==> src/rtl/usr_pkg.sv <==
// usr_pkg: shared definitions for the universal shift register.
//   - MODE_* : 3-bit command encodings (6 and 7 are reserved and act as HOLD)
//   - state_t: controller FSM states
//   - cnt_w  : width needed to express a shift count of 0..width
//   - mode_is_shift: true for the four single-bit step modes
package usr_pkg;

  localparam logic [2:0] MODE_HOLD = 3'd0;
  localparam logic [2:0] MODE_SHR  = 3'd1;
  localparam logic [2:0] MODE_SHL  = 3'd2;
  localparam logic [2:0] MODE_ROR  = 3'd3;
  localparam logic [2:0] MODE_ROL  = 3'd4;
  localparam logic [2:0] MODE_LOAD = 3'd5;

  typedef enum logic [1:0] {
    ST_IDLE  = 2'd0,
    ST_SHIFT = 2'd1,
    ST_DONE  = 2'd2
  } state_t;

  // Count must be able to hold WIDTH itself so a full-word shift is expressible.
  function automatic int cnt_w(input int width);
    return $clog2(width + 1);
  endfunction

  function automatic logic mode_is_shift(input logic [2:0] mode);
    return (mode == MODE_SHR) || (mode == MODE_SHL) ||
           (mode == MODE_ROR) || (mode == MODE_ROL);
  endfunction

endpackage

==> src/rtl/usr_step.sv <==
// usr_step: purely combinational single-step next-Q function.
//   q          - current register word
//   mode       - latched command (only the shift/rotate codes move bits)
//   ser_in_msb - bit entering q[WIDTH-1] on SHR
//   ser_in_lsb - bit entering q[0] on SHL
//   next_q     - word after one step; any non-shift mode passes q through
module usr_step
  import usr_pkg::*;
#(
  parameter int WIDTH = 8
) (
  input  logic [WIDTH-1:0] q,
  input  logic [2:0]       mode,
  input  logic             ser_in_msb,
  input  logic             ser_in_lsb,
  output logic [WIDTH-1:0] next_q
);

  always_comb begin
    next_q = q;
    case (mode)
      MODE_SHR: next_q = {ser_in_msb, q[WIDTH-1:1]};
      MODE_SHL: next_q = {q[WIDTH-2:0], ser_in_lsb};
      MODE_ROR: next_q = {q[0], q[WIDTH-1:1]};
      MODE_ROL: next_q = {q[WIDTH-2:0], q[WIDTH-1]};
      default:  next_q = q;
    endcase
  end

endmodule

==> src/rtl/universal_shift_reg.sv <==
// universal_shift_reg: WIDTH-bit universal shift register with a counted-burst
// controller. One command per accepted Start: LOAD, HOLD, or a burst of Count
// single-bit shifts/rotates. Done pulses for one cycle when a command finishes.
//   CLK         - clock, rising edge
//   Reset       - synchronous, active-low
//   Start       - command strobe, accepted when not Busy
//   Mode        - 0 HOLD, 1 SHR, 2 SHL, 3 ROR, 4 ROL, 5 LOAD, 6-7 as HOLD
//   Count       - number of steps for shift/rotate modes
//   Par_in      - parallel load data
//   Ser_in_msb  - bit shifted into the MSB on SHR (sampled each step)
//   Ser_in_lsb  - bit shifted into the LSB on SHL (sampled each step)
//   Par_out     - register contents Q
//   Shift_out_r - Q[0]
//   Shift_out_l - Q[WIDTH-1]
//   Busy        - high while a burst is stepping
//   Done        - one-cycle completion pulse
module universal_shift_reg
  import usr_pkg::*;
#(
  parameter int WIDTH = 8,
  parameter int CNT_W = cnt_w(WIDTH)
) (
  input  logic             CLK,
  input  logic             Reset,
  input  logic             Start,
  input  logic [2:0]       Mode,
  input  logic [CNT_W-1:0] Count,
  input  logic [WIDTH-1:0] Par_in,
  input  logic             Ser_in_msb,
  input  logic             Ser_in_lsb,
  output logic [WIDTH-1:0] Par_out,
  output logic             Shift_out_r,
  output logic             Shift_out_l,
  output logic             Busy,
  output logic             Done
);

  state_t           state, state_nxt;
  logic [WIDTH-1:0] q, step_q;
  logic [CNT_W-1:0] rem;
  logic [2:0]       mode_q;
  logic             accept, burst;

  // Start is honoured in IDLE and DONE; DONE acceptance gives back-to-back
  // commands with no idle bubble.
  assign accept = Start && (state != ST_SHIFT);
  // A command only enters SHIFT if it really moves bits.
  assign burst  = mode_is_shift(Mode) && (Count != '0);

  usr_step #(.WIDTH(WIDTH)) u_step (
    .q          (q),
    .mode       (mode_q),
    .ser_in_msb (Ser_in_msb),
    .ser_in_lsb (Ser_in_lsb),
    .next_q     (step_q)
  );

  // State register
  always_ff @(posedge CLK) begin
    if (!Reset) state <= ST_IDLE;
    else        state <= state_nxt;
  end

  // Next-state logic
  always_comb begin
    state_nxt = state;
    case (state)
      ST_IDLE, ST_DONE: begin
        if (accept) state_nxt = burst ? ST_SHIFT : ST_DONE;
        else        state_nxt = ST_IDLE;
      end
      ST_SHIFT: state_nxt = (rem == CNT_W'(1)) ? ST_DONE : ST_SHIFT;
      default:  state_nxt = ST_IDLE;
    endcase
  end

  // Outputs decoded from registered state only
  always_comb begin
    Busy = (state == ST_SHIFT);
    Done = (state == ST_DONE);
  end

  // Datapath: Q, remaining count and latched mode
  always_ff @(posedge CLK) begin
    if (!Reset) begin
      q      <= '0;
      rem    <= '0;
      mode_q <= MODE_HOLD;
    end else if (accept) begin
      mode_q <= Mode;
      rem    <= burst ? Count : '0;
      if (Mode == MODE_LOAD) q <= Par_in;
    end else if (state == ST_SHIFT) begin
      q   <= step_q;
      rem <= rem - CNT_W'(1);
    end
  end

  assign Par_out     = q;
  assign Shift_out_r = q[0];
  assign Shift_out_l = q[WIDTH-1];

endmodule

==> config.mk <==
export PLATFORM = sky130hd
export DESIGN_NAME = universal_shift_reg
export DESIGN_NICKNAME = d
export VERILOG_FILES = /design/src/rtl/usr_pkg.sv /design/src/rtl/usr_step.sv /design/src/rtl/universal_shift_reg.sv
export SDC_FILE = /design/constraint.sdc
export NUM_CORES = 1
export LEC_CHECK = 0
export BUFFER_PORTS_ARGS = -buffer_cell sky130_fd_sc_hd__buf_2
export CAP_MARGIN = 20
export CORE_MARGIN = 2
export CORE_UTILIZATION = 29
export DETAILED_ROUTE_END_ITERATION = 10
export PLACE_DENSITY = 0.56
export SLEW_MARGIN = 5
export SYNTH_ARGS = -nofsm -noshare
export SYNTH_HDL_FRONTEND = slang
export SYNTH_SLANG_ARGS = --single-unit
==> constraint.sdc <==
create_clock -name CLK -period 1.7 [get_ports CLK]
set_input_delay 0.17 -clock CLK [delete_from_list [all_inputs] [get_ports CLK]]
set_output_delay 0.17 -clock CLK [all_outputs]
set_load 0.05 [all_outputs]
==> impl_metrics.toml <==
[run_status]
status = "finished, final reports clean"

[finish]
multi_input_area_um2 = 673
seq_area_um2 = 340
drive_gt1_share_pct = 29.8
final_nets = 191
final_cells = 216
syn_to_final_growth_pct = 26.6
fillers = 423
layout_common_cells = "buf_2 (31), dfxtp_1 (17), nand2_1 (16)"
diodes = 0
final_common_cell = "buf_2"
final_util_pct = 37.5

[floorplanning]
dieWidth_um = 64.7
core_area_um2 = 3610
initial_core_util_pct = 29.6
die_y_um = 64.7
num_rows = 22
io_pins = 32
fp.dieArea_um2 = 4190

[place]
hpwl_um = 2180
dp_slack_ns = 0.143
port_buffers = 31
dp_cells = 212
place.gp.congestion = 0.824

[synth]
ys_ff_latch = 17
synth_flop_cell = "dfxtp_1"
ys_types = 37
synth-seq-area-share_pct = 31.9
yosys_warnings = 0
async_flop_share_pct = 0
syn-cell-area_um2 = 1070
synth_area_per_cell_um2 = 7.97
synth_edf_count = 0
synth_cells = 134
syn_nets = 156

[worst_setup_path]
critPathCaptureType = "primary output"
cp.arrival_ns = 1.43
required_ns = 1.53
r2r_slack_ns = 0.17
ff2ff_path_depth = 4
critPathKind = "reg -> out"
crit_path_max_fanout = 10
worstReg2RegEnd = "Par_out[7]$_SDFFE_PN0P_"
worstReg2RegStart = "mode_q[0]$_SDFFE_PN0P_"
cp-start-kind = "flip-flop"

[clocking]
clk_pin_slew_ns = 0.07
ctsResizeCount = 0
cts_max_level = 1
clockBufferDepth = 2
ctsHoldBuffers = 0
cts_sinks = 17
clk_latency_ns = 0.25
post_cts_buffers = 0
cts_tree = "built"
cts_made_buffers = 3
cts_root_buf = "clkbuf_8"

[power_and_ir_drop]
p_leak_nw = 0.571
ir_drop_mv = 0.235
pwr-share-seq_pct = 43.3
clockPowerShare_pct = 29.8
intPower_w = 0.000696
swShare_pct = 33.6
power_density_nw_per_um2 = 775
comb_power_share_pct = 26.9
switching_power_w = 0.000352

[drt]
via_per_inst = 5.22
drtIter0Drc = 96
drt-pass1-iter-count = 5
avgRoutedWirePerCell_um = 13.6
final_antenna_net_count = 0
drt_wl_total_um = 2940
drc = 0
vias = 1127

[timing]
final.setup.worst_slack_ns = 0.103
drv_slew = 0
rsz0062_at_grt = "false"
period_share_pct = 94.0
clock.fmax_mhz = 626
slew-limit-headroom_pct = 67.7
setup_viol = 0
tns_ns = 0
whs_ns = 0.175
skew_ns = 0.00272
hold_viol = 0
fin_crit_ns = 1.60
worst_pin_slew_ns = 0.483

[hold_path]
hold_depth = 3
hp-class = "in -> reg"
min_from = "Count[0]"
hold-path-endpoint = "rem[0]$_SDFFE_PN0P_"

[global_routing]
grt_max_degree = 15
grt_overflow = 0
antenna_found_initial = 0
track_usage_pct = 14.7
grt_pass1_wl_um = 4880
grt_pass1_vias = 1069

[run]
cap_violations = 0
-- per-stage QoR --
stage	total power, W	instance area [um^2]
after floorplan	0.000653	1070
after global placement	0.000735	1290
after detailed placement	0.000739	1290
after CTS	0.00105	1340
after global routing	0.00111	1350
final	0.00105	1350
-- registers in the layout (all words and copies together) (netlist names) --
| signal | flops |
|---|---|
| Par_out | 8 |
| mode_q | 3 |
| rem | 4 |
| state | 2 |
-- power groups by stage --
stage	combinational, W	sequential, W	clock (W)
4_1_cts	0.000277	0.000454	0.000317
3_5_place_dp	0.000276	0.000463	0
5_1_grt	0.000311	0.000458	0.000337
6_report	0.000282	0.000454	0.000312
2_1_floorplan	0.000176	0.000477	0
3_3_place_gp	0.000273	0.000462	0
-- synth_stat cells, types with 2 or more instances --
| cell type | number | area, um^2 |
|---|---|---|
| buf_4 | 3 | 22.5 |
| nand3_1 | 13 | 65.1 |
| o21a_1 | 2 | 15.0 |
| nor2_1 | 4 | 15.0 |
| o21ai_0 | 13 | 65.1 |
| o211ai_1 | 4 | 30.0 |
| a21oi_1 | 7 | 35.0 |
| buf_2 | 2 | 10.0 |
| nor3_1 | 4 | 20.0 |
| nand2b_1 | 2 | 12.5 |
| inv_1 | 7 | 26.3 |
| xor2_1 | 2 | 17.5 |
| a32o_1 | 7 | 70.1 |
| dfxtp_1 | 17 | 340 |
| nand2_1 | 16 | 60.1 |
| ha_1 | 2 | 25.0 |
| or3_1 | 7 | 43.8 |
| clkbuf_1 | 3 | 11.3 |
-- how the worst max path moves through the flow --
stage / endpoint / startpoint / slack (ns) / depth (start not counted)
floorplan: Par_out[1]$_SDFFE_PN0P_ / state[1]$_SDFF_PN0_ / 0.28 / 5
global placement: Par_out[2]$_SDFFE_PN0P_ / state[1]$_SDFF_PN0_ / 0.16 / 5
detailed placement: Par_out[4]$_SDFFE_PN0P_ / state[1]$_SDFF_PN0_ / 0.14 / 5
CTS: Busy / state[1]$_SDFF_PN0_ / 0.03 / 4
global route: Busy / state[0]$_SDFF_PN0_ / 0.03 / 4
finish: Busy / state[1]$_SDFF_PN0_ / 0.10 / 4
-- critical path, cell delays in order, from the launching register on --
cell and delay [ns]:
dfxtp_1 0.30, nand2b_2 0.22, inv_2 0.17, buf_4 0.20, buf_2 0.28
-- metal layers --
metal / global-route usage (%) / share of wire [%]
met1: 19.3 / 47
met2: 24.6 / 48
met3: 1.74 / 4.0
met4: 5.59 / 0.48
met5: 0 / 0
-- area by class of cell --
type,instances,share of cell area (%)
Clock buffer,4,3.33
Timing Repair Buffer,38,15.4
Multi-Input combinational cell,102,49.8
Inverter,7,1.94
Sequential cell,17,25.2
Tap cell,48,4.44
-- cell families (layout without fill, tap and decap cells) --
logic type | Yosys count | after routing | synth area share [%]
AOI/OAI and AO/OA | 41 | 41 | 28.1
xor gates and xnor gates | 3 | 3 | 2.46
adders and majority gates | 2 | 2 | 2.34
buffers and inverters | 15 | 49 | 6.56
DFF | 17 | 17 | 31.9
muxes | 2 | 2 | 1.99
and+or+nand+nor | 54 | 54 | 26.7
No activity file was read; power rests on OpenSTA's default activity.
